**src/rtl/uart_rx_dec_if.sv**
```systemverilog
// Receiver-side bundle for uart_rx_dec: serial line and parity mode in,
// decoded word, status flags and the valid/ack handshake out.
interface uart_rx_dec_if #(
  parameter int unsigned DATA_BITS = 8
) ();
  logic                 rx;
  logic [1:0]           parity_mode;
  logic                 rx_ack;
  logic [DATA_BITS-1:0] rx_data;
  logic                 rx_valid;
  logic                 parity_err;
  logic                 frame_err;
  logic                 overrun;
  logic                 busy;
  logic [3:0]           dec_out;
  logic                 is_digit;

  modport master (
    output rx, parity_mode, rx_ack,
    input  rx_data, rx_valid, parity_err, frame_err, overrun, busy, dec_out, is_digit
  );

  modport slave (
    input  rx, parity_mode, rx_ack,
    output rx_data, rx_valid, parity_err, frame_err, overrun, busy, dec_out, is_digit
  );
endinterface

```
**src/rtl/uart_rx_dec.sv**
```systemverilog
// Oversampled UART receiver with majority-vote sampling, parity/framing/overrun
// detection, a valid/ack handshake and a registered ASCII-digit decode.
module uart_rx_dec #(
  parameter int unsigned CLK_FREQ   = 50_000_000,
  parameter int unsigned BAUD       = 9600,
  parameter int unsigned DATA_BITS  = 8,
  parameter int unsigned OVERSAMPLE = 16
) (
  input logic          clk,
  input logic          rst_n,
  uart_rx_dec_if.slave bus
);

  localparam int unsigned TickDiv = CLK_FREQ / (BAUD * OVERSAMPLE);
  localparam int unsigned TickW   = (TickDiv > 1) ? $clog2(TickDiv) : 1;
  localparam int unsigned OsW     = $clog2(OVERSAMPLE);
  localparam int unsigned BitW    = $clog2(DATA_BITS + 1);

  localparam logic [TickW-1:0] TickLast = TickW'(TickDiv - 1);
  localparam logic [OsW-1:0]   OsLast   = OsW'(OVERSAMPLE - 1);
  localparam logic [OsW-1:0]   SampA    = OsW'(OVERSAMPLE / 2 - 1);
  localparam logic [OsW-1:0]   SampB    = OsW'(OVERSAMPLE / 2);
  localparam logic [OsW-1:0]   SampC    = OsW'(OVERSAMPLE / 2 + 1);
  localparam logic [BitW-1:0]  BitsLast = BitW'(DATA_BITS);

  typedef enum logic [2:0] {
    StIdle,
    StStart,
    StData,
    StParity,
    StStop,
    StBreak
  } state_e;

  state_e               state_q;
  logic                 rx_meta_q, rx_sync_q;
  logic [TickW-1:0]     tick_cnt_q;
  logic [OsW-1:0]       os_cnt_q;
  logic [1:0]           samp_q;
  logic [BitW-1:0]      bit_cnt_q;
  logic [DATA_BITS-1:0] shift_q;
  logic [1:0]           mode_q;
  logic                 par_bad_q;

  logic [DATA_BITS-1:0] rx_data_q;
  logic                 rx_valid_q, parity_err_q, frame_err_q, overrun_q, busy_q;
  logic [3:0]           dec_out_q;
  logic                 is_digit_q;

  logic       tick, decide, os_wrap, maj, par_bad, digit;
  logic [7:0] word8;
  logic [3:0] dec_val;

  // Two-flop synchroniser, idles high so reset never looks like a start bit.
  always_ff @(posedge clk or negedge rst_n) begin
    if (!rst_n) begin
      rx_meta_q <= 1'b1;
      rx_sync_q <= 1'b1;
    end else begin
      rx_meta_q <= bus.rx;
      rx_sync_q <= rx_meta_q;
    end
  end

  always_ff @(posedge clk or negedge rst_n) begin
    if (!rst_n) begin
      tick_cnt_q <= '0;
    end else if (tick_cnt_q == TickLast) begin
      tick_cnt_q <= '0;
    end else begin
      tick_cnt_q <= tick_cnt_q + TickW'(1);
    end
  end

  always_comb begin
    tick    = (tick_cnt_q == TickLast);
    decide  = tick && (os_cnt_q == SampC);
    os_wrap = tick && (os_cnt_q == OsLast);
    // Third sample is the live synchronised value at tick M+1.
    maj     = (samp_q[0] & samp_q[1]) | (samp_q[0] & rx_sync_q) | (samp_q[1] & rx_sync_q);
    par_bad = (mode_q == 2'b01) ? (^{shift_q, maj}) : ~(^{shift_q, maj});
    word8   = '0;
    word8[DATA_BITS-1:0] = shift_q;
    digit   = (word8 >= 8'h30) && (word8 <= 8'h39);
    // Low nibble of '0'..'9' already equals the digit value.
    dec_val = digit ? word8[3:0] : 4'hF;
  end

  always_ff @(posedge clk or negedge rst_n) begin
    if (!rst_n) begin
      state_q      <= StIdle;
      os_cnt_q     <= '0;
      samp_q       <= 2'b11;
      bit_cnt_q    <= '0;
      shift_q      <= '0;
      mode_q       <= 2'b00;
      par_bad_q    <= 1'b0;
      rx_data_q    <= '0;
      rx_valid_q   <= 1'b0;
      parity_err_q <= 1'b0;
      frame_err_q  <= 1'b0;
      overrun_q    <= 1'b0;
      busy_q       <= 1'b0;
      dec_out_q    <= 4'hF;
      is_digit_q   <= 1'b0;
    end else begin
      if (bus.rx_ack) begin
        rx_valid_q <= 1'b0;
        overrun_q  <= 1'b0;
      end

      if (tick && (state_q inside {StStart, StData, StParity, StStop})) begin
        os_cnt_q <= (os_cnt_q == OsLast) ? '0 : os_cnt_q + OsW'(1);
        if (os_cnt_q == SampA) samp_q[0] <= rx_sync_q;
        if (os_cnt_q == SampB) samp_q[1] <= rx_sync_q;
      end

      if (tick) begin
        unique case (state_q)
          StIdle: begin
            if (!rx_sync_q) begin
              state_q   <= StStart;
              busy_q    <= 1'b1;
              os_cnt_q  <= '0;
              bit_cnt_q <= '0;
              par_bad_q <= 1'b0;
              mode_q    <= bus.parity_mode;
            end
          end
          StStart: begin
            if (decide && maj) begin
              state_q <= StIdle;
              busy_q  <= 1'b0;
            end else if (os_wrap) begin
              state_q <= StData;
            end
          end
          StData: begin
            if (decide) begin
              shift_q   <= {maj, shift_q[DATA_BITS-1:1]};
              bit_cnt_q <= bit_cnt_q + BitW'(1);
            end
            if (os_wrap && (bit_cnt_q == BitsLast)) begin
              state_q <= (mode_q == 2'b01 || mode_q == 2'b10) ? StParity : StStop;
            end
          end
          StParity: begin
            if (decide)  par_bad_q <= par_bad;
            if (os_wrap) state_q   <= StStop;
          end
          StStop: begin
            if (decide) begin
              rx_data_q    <= shift_q;
              parity_err_q <= par_bad_q;
              frame_err_q  <= ~maj;
              dec_out_q    <= dec_val;
              is_digit_q   <= digit;
              rx_valid_q   <= 1'b1;
              // A simultaneous ack leaves overrun exactly as it was.
              overrun_q    <= bus.rx_ack ? overrun_q : (overrun_q | rx_valid_q);
              state_q      <= maj ? StIdle : StBreak;
              busy_q       <= ~maj;
            end
          end
          StBreak: begin
            if (rx_sync_q) begin
              state_q <= StIdle;
              busy_q  <= 1'b0;
            end
          end
          default: begin
            state_q <= StIdle;
            busy_q  <= 1'b0;
          end
        endcase
      end
    end
  end

  assign bus.rx_data    = rx_data_q;
  assign bus.rx_valid   = rx_valid_q;
  assign bus.parity_err = parity_err_q;
  assign bus.frame_err  = frame_err_q;
  assign bus.overrun    = overrun_q;
  assign bus.busy       = busy_q;
  assign bus.dec_out    = dec_out_q;
  assign bus.is_digit   = is_digit_q;

endmodule
```
**src/flat_wrapper.sv**
```systemverilog
// flat-port wrapper written by rule: the top's interface ports become plain ports
module uart_rx_dec_flat 
#(
  parameter int unsigned CLK_FREQ   = 50_000_000,
  parameter int unsigned BAUD       = 9600,
  parameter int unsigned DATA_BITS  = 8,
  parameter int unsigned OVERSAMPLE = 16
)
  (clk, rst_n, bus_rx, bus_parity_mode, bus_rx_ack, bus_rx_data, bus_rx_valid, bus_parity_err, bus_frame_err, bus_overrun, bus_busy, bus_dec_out, bus_is_digit);
  uart_rx_dec_if #(.DATA_BITS(DATA_BITS)) bus_i ();
  input logic clk;
  input logic rst_n;
  input wire logic [$bits(bus_i.rx)-1:0] bus_rx;
  input wire logic [$bits(bus_i.parity_mode)-1:0] bus_parity_mode;
  input wire logic [$bits(bus_i.rx_ack)-1:0] bus_rx_ack;
  output wire logic [$bits(bus_i.rx_data)-1:0] bus_rx_data;
  output wire logic [$bits(bus_i.rx_valid)-1:0] bus_rx_valid;
  output wire logic [$bits(bus_i.parity_err)-1:0] bus_parity_err;
  output wire logic [$bits(bus_i.frame_err)-1:0] bus_frame_err;
  output wire logic [$bits(bus_i.overrun)-1:0] bus_overrun;
  output wire logic [$bits(bus_i.busy)-1:0] bus_busy;
  output wire logic [$bits(bus_i.dec_out)-1:0] bus_dec_out;
  output wire logic [$bits(bus_i.is_digit)-1:0] bus_is_digit;
  assign bus_i.rx = bus_rx;
  assign bus_i.parity_mode = bus_parity_mode;
  assign bus_i.rx_ack = bus_rx_ack;
  assign bus_rx_data = bus_i.rx_data;
  assign bus_rx_valid = bus_i.rx_valid;
  assign bus_parity_err = bus_i.parity_err;
  assign bus_frame_err = bus_i.frame_err;
  assign bus_overrun = bus_i.overrun;
  assign bus_busy = bus_i.busy;
  assign bus_dec_out = bus_i.dec_out;
  assign bus_is_digit = bus_i.is_digit;
  uart_rx_dec #(.CLK_FREQ(CLK_FREQ), .BAUD(BAUD), .DATA_BITS(DATA_BITS), .OVERSAMPLE(OVERSAMPLE)) u_core (.clk(clk), .rst_n(rst_n), .bus(bus_i));
endmodule
```
**config.mk**
```make
export PLATFORM = sky130hd
export DESIGN_NAME = uart_rx_dec_flat
export DESIGN_NICKNAME = d
export VERILOG_FILES = /design/src/rtl/uart_rx_dec_if.sv /design/src/rtl/uart_rx_dec.sv /design/src/flat_wrapper.sv
export SDC_FILE = /design/constraint.sdc
export NUM_CORES = 1
export LEC_CHECK = 0
export BUFFER_PORTS_ARGS = -buffer_cell sky130_fd_sc_hd__buf_2
export CAP_MARGIN = 10
export CORE_UTILIZATION = 50
export CTS_CLUSTER_SIZE = 28
export DETAILED_ROUTE_END_ITERATION = 8
export PLACE_DENSITY = 0.72
export SYNTH_ARGS = -nofsm -noshare
export SYNTH_HDL_FRONTEND = slang
export SYNTH_SLANG_ARGS = --single-unit
```
**constraint.sdc**
```tcl
create_clock -name clk -period 2.1 [get_ports clk]
set_input_delay 0.315 -clock clk [delete_from_list [all_inputs] [get_ports clk]]
set_output_delay 0.315 -clock clk [all_outputs]
set_load 0.02 [all_outputs]
```
Word level (Yosys, flattened, before mapping). Cells that the tools add are included.

Bits in registers: 53. Input bits: 6. Output and inout bits: 18.

$add $sub $neg: 3. Magnitude comparators: 2. Equal/unequal tests: 23. Mux-type cells: 38. Bitwise gates (word level): 10. Reductions and logical operators: 22.

Operator list (number): 4-bit 2-to-1 mux (8); 3-bit 2-to-1 mux (9); 3-bit case mux with 6 select lines (1); 4-bit == test, second input constant (4); 1-bit 2-to-1 mux (16); 2-bit by 1-bit != test with 1-bit output, second input constant (5); 9-bit by 1-bit adder with 9-bit output, second input constant (1); 9-bit == test, second input constant (1); 9-bit 2-to-1 mux (1); 3-bit AND reduction (3); 9-bit parity (1); 4-bit by 1-bit adder with 4-bit output, second input constant (2); 8-bit by 6-bit greater-or-equal comparator with 1-bit output, second input constant (1); 8-bit by 6-bit <= comparator with 1-bit output, second input constant (1); 4-bit case mux with 2 select lines (1); 4-bit AND reduction (2); 7-bit AND reduction (1); 3-bit by 2-bit == test with 1-bit output, second input constant (2); 3-bit == test, second input constant (2); 1-bit logical AND (6); 2-bit != test, second input constant (3); 6-bit AND reduction (1); 1-bit case mux with 5 select lines (1); 4-bit by 3-bit == test with 1-bit output, second input constant (1); 15 further kinds (24).

Depth between registers and ports, before layout.
Depth after elaboration: 8. Gate-level depth with buffers: 8. Depth with buffers taken out: 7.

Least setup slack after synthesis. No wires, ideal clock.

Path type: register -> register. From: register u_core.os_cnt_q[0]. To: register u_core.state_q[0]. Data arrival time: 1.745 ns. Required time: 1.972 ns. Slack: 0.227 ns. Stages on the path, launching flop included: 8. Path buffers: 1. Period minus slack after synthesis: 1.873 ns. Cell sequence: dfrtp_1 -> ha_1 -> and3b_1 -> buf_2 -> a221o_1 -> o311ai_1 -> a31oi_2 -> mux2_1.

Word-level cells in the longest chain between the ends: 5.

RTL lines: start: declaration (line uart_rx_dec.sv:38) `logic [OsW-1:0] os_cnt_q;`; start signal: assignment (line uart_rx_dec.sv:113) `os_cnt_q <= (os_cnt_q == OsLast) ? '0 : os_cnt_q + OsW'(1);`; 4-bit == test (on tied branches) (line uart_rx_dec.sv:77, uart_rx_dec.sv:78); 1-bit logical AND (on tied branches) (line uart_rx_dec.sv:77, uart_rx_dec.sv:78); 1-bit logical AND (on tied branches) (line uart_rx_dec.sv:131, uart_rx_dec.sv:143); 3-bit by 2-bit != test with 1-bit output (no source line) (tied with other cells); 7-bit AND reduction (no source line) or 3-bit case mux with 6 select lines (tied branches); end signal: assignment (line uart_rx_dec.sv:132) `state_q <= StIdle;`; end signal: assignment (line uart_rx_dec.sv:135) `state_q <= StData;`; end signal: assignment (line uart_rx_dec.sv:144) `state_q <= (mode_q == 2'b01 || mode_q == 2'b10) ? StParity : StStop;`; end: declaration (line uart_rx_dec.sv:35) `state_e state_q;`.

Parallel ways exist; a longest one is shown, timed or not. A chain may end at the register's enable or synchronous reset.

Final worst setup path.
From: register u_core.rx_sync_q. To: register u_core.state_q[1].

Word-level cells in the longest chain between the ends: 6.

RTL lines: start: declaration (line uart_rx_dec.sv:36) `logic rx_meta_q, rx_sync_q;`; start signal: assignment (line uart_rx_dec.sv:61) `rx_sync_q <= rx_meta_q;`; 1-bit AND (line uart_rx_dec.sv:80) `maj = (samp_q[0] & samp_q[1]) | (samp_q[0] & rx_sync_q) | (samp_q[1] & rx_sync_q);`; 1-bit bitwise OR (2 in series) (line uart_rx_dec.sv:80); 1-bit logical AND (line uart_rx_dec.sv:131) `if (decide && maj) begin`; 3-bit by 2-bit != test with 1-bit output (no source line) or 3-bit 2-to-1 mux (tied branches); 7-bit AND reduction (no source line) or 3-bit case mux with 6 select lines (tied branches); end signal: assignment (line uart_rx_dec.sv:91) `state_q <= StIdle;`; end signal: assignment (line uart_rx_dec.sv:132); end signal: assignment (line uart_rx_dec.sv:135).

Parallel ways exist; a longest one is shown, timed or not.

==> metrics <==
clock buffer depth=2; n_diodes=0; vias in the first global route=1833; Netlist cell types=51; final hold violation count=6; Max FO, Critical Path=10; layout cells sized above 1=23.3%; CP startpoint kind=flop; Critical Path AT=2.19 ns; Worst EP required=2.30 ns; Num Clock Sinks=53; switch share=20.6%; Routed WL per cell=13.7 um; Final min period=1.99 ns; status=complete, but fails checks; Gate Count Post-Synth=265; I/O pins=24; DRT Wirelength=5.01 mm; Yosys reg bits=53; Max-cap violations=0; Crit. End Element=flop; count leader, synth=nand2_1; P_leak=0.00147 uW; most used flip-flop cell after synthesis=dfrtp_1; # rows=26; Hold Buf Count CTS=0; initial drt markers=98; peak supply drop=0.000331 V; CTS clk-pin slew, worst paths=0.10 ns; Hold Slack=-0.00846 ns; buffer count from post-CTS setup fixing=0; top area cells in the synthesized netlist=dfrtp_1, dfstp_2, nand2_1; gpl congestion=0.847; vias per inst=5.37; synth-to-layout area growth=13.8%; Die ar.=5620 um2; post-synth top area share=42.3%; maximum clock frequency=502 MHz; EDFF count, synth=0; Pwr Total=1800 uW; Die H=74.9 um; Placed Area=2910 um2; CTS tree=done; # setup viols final=0; Sw Pwr=372 uW; post-synthesis net count=279; htree depth=2; remaining global-route overflow=0; Mapped Area=2660 um2; number of synthesis warnings=0; TNS Setup=0 ns; critical path class=flop to flop; DRC violations left=0; initial antenna violation count=0; Seq pwr share=57.2%; Commonest cells post-synth=nand2_1, dfrtp_1, nor2_1; failing checks=negative hold slack; port bufs=23; sequential share of the synthesized area=50.2%; Internal Power=1430 uW; largest area contributor in the netlist=dfrtp_1; Async S/R FF share, synth=100%; first-pass GRT wire length=8.55 mm; antenna-violating nets left=0; Worst Tran Pin Value=0.595 ns; die width=74.9 um; global router's overall resource usage=20.3%; dpl hpwl=3.66 mm; Final period util=94.9%; Cell Pwr Density=595 nW/um2; Clock power frac=40.4%; Hold Path Class=primary input to async pin; Syn Area/Cell=10.0 um2; worst skew pair latency=0.31 ns; Clock Tree Root=clkbuf_8; CORE AREA=5110 um2; CTS Buf Count=5; largest net degree at the start of global routing=29; PostCTS Resize Cnt=0; Gate power share=2.4%; # nets final=309; clock skew=0.0110 ns; Final Max Slew Viols=0; Final Util=59.3%; post-route cell area=3030 um2; RSZ-0062 raised after global routing=false; Worst slew margin=60.3%; First-pass DRT Iterations=4; Vias=1965; Starting Density=52.1%
==> per-layer routing <==
metal | wire length, um | track usage [%] | vias up
li1 | - | - | 968
met1 | 2330 | 26.0 | 955
met2 | 2450 | 34.1 | 35
met3 | 158 | 3.88 | 7
met4 | 74 | 7.76 | 0
met5 | 0 | 0 | -
==> power by group through the flow <==
stage	Combinational [uW]	Sequential, uW	Clock [uW]
2_1_floorplan	16.4	1050	0
3_3_place_gp	44.7	1050	0
3_5_place_dp	45.2	1050	0
4_1_cts	45.4	1030	741
5_1_grt	50.7	1030	781
6_report	43.1	1030	728
==> stage by stage <==
stage	instances	hold slack, ns	worst slack [ns]
final	366	-0.00846	0.108
after global routing	366	0.0364	0.0268
after CTS	366	0.00770	0.107
after detailed placement	358	0.348	0.132
after global placement	358	0.347	0.180
after floorplan	265	0.0194	0.227
==> cells in the final DEF, fill, tap and decap left out, types with 4 or more instances in the layout <==
cell type	synthesis	final
o21ai_0	7	7
inv_1	11	11
nand2_1	49	49
xnor2_1	12	12
buf_4	2	12
nand3_1	11	11
dfstp_2	8	8
o21ai_1	7	7
a21oi_1	7	7
buf_2	8	23
xor2_1	6	6
ha_1	8	8
clkbuf_8	0	6
mux2_2	9	9
mux2_1	4	4
dfrtp_1	45	45
nor2_1	20	20
==> sequential cells by signal, summed over array words and instances (netlist names), 2 cells and up <==
register	count
u_core.bit_cnt_q	4
u_core.bus.dec_out	4
u_core.bus.rx_data	8
u_core.mode_q	2
u_core.os_cnt_q	4
u_core.samp_q	2
u_core.shift_q	8
u_core.state_q	3
u_core.tick_cnt_q	9
==> layout make-up <==
| cell class | instances | area, um2 |
|---|---|---|
| Clock buffer | 6 | 82.6 |
| Tap cell | 70 | 87.6 |
| Fill cell | 442 | 2080 |
| Inverter | 11 | 41.3 |
| Clock inverter | 2 | 37.5 |
| Sequential cell | 53 | 1340 |
| Multi-Input combinational cell | 188 | 1220 |
| Timing Repair Buffer | 36 | 225 |
==> final timing paths <==
check	from	to	slack [ns]	cells after the start
setup / recovery	u_core.rx_sync_q	u_core.state_q[1]	0.11	4
hold / removal	rst_n	u_core.bus.rx_data[1]	-0.008	1
setup reg to reg	u_core.rx_sync_q	u_core.state_q[1]	0.11	4
hold reg to reg	u_core.rx_meta_q	u_core.rx_sync_q	0.36	0
max in group asynchronous	rst_n	u_core.rx_sync_q	1.48	2
min in group clk	bus_rx	u_core.rx_meta_q	0.09	1
==> critical path, stage by stage (launching register included) <==
cell and delay, ns:
dfstp_2 0.66, maj3_1 0.42, nand3_1 0.14, a31oi_2 0.30, mux2_1 0.35
==> cells by family after synthesis <==
| kind of cell | count (synthesis) | share of synthesized area [%] |
|---|---|---|
| buffers and inverters | 24 | 4.05 |
| muxes | 17 | 7.38 |
| and+or+nand+nor | 105 | 18.7 |
| AOI/OAI and AO/OA | 39 | 9.60 |
| xor gates and xnor gates | 18 | 5.93 |
| adders and majority gates | 9 | 4.14 |
| DFF | 53 | 50.2 |
No activity file was read; power rests on OpenSTA's default activity.
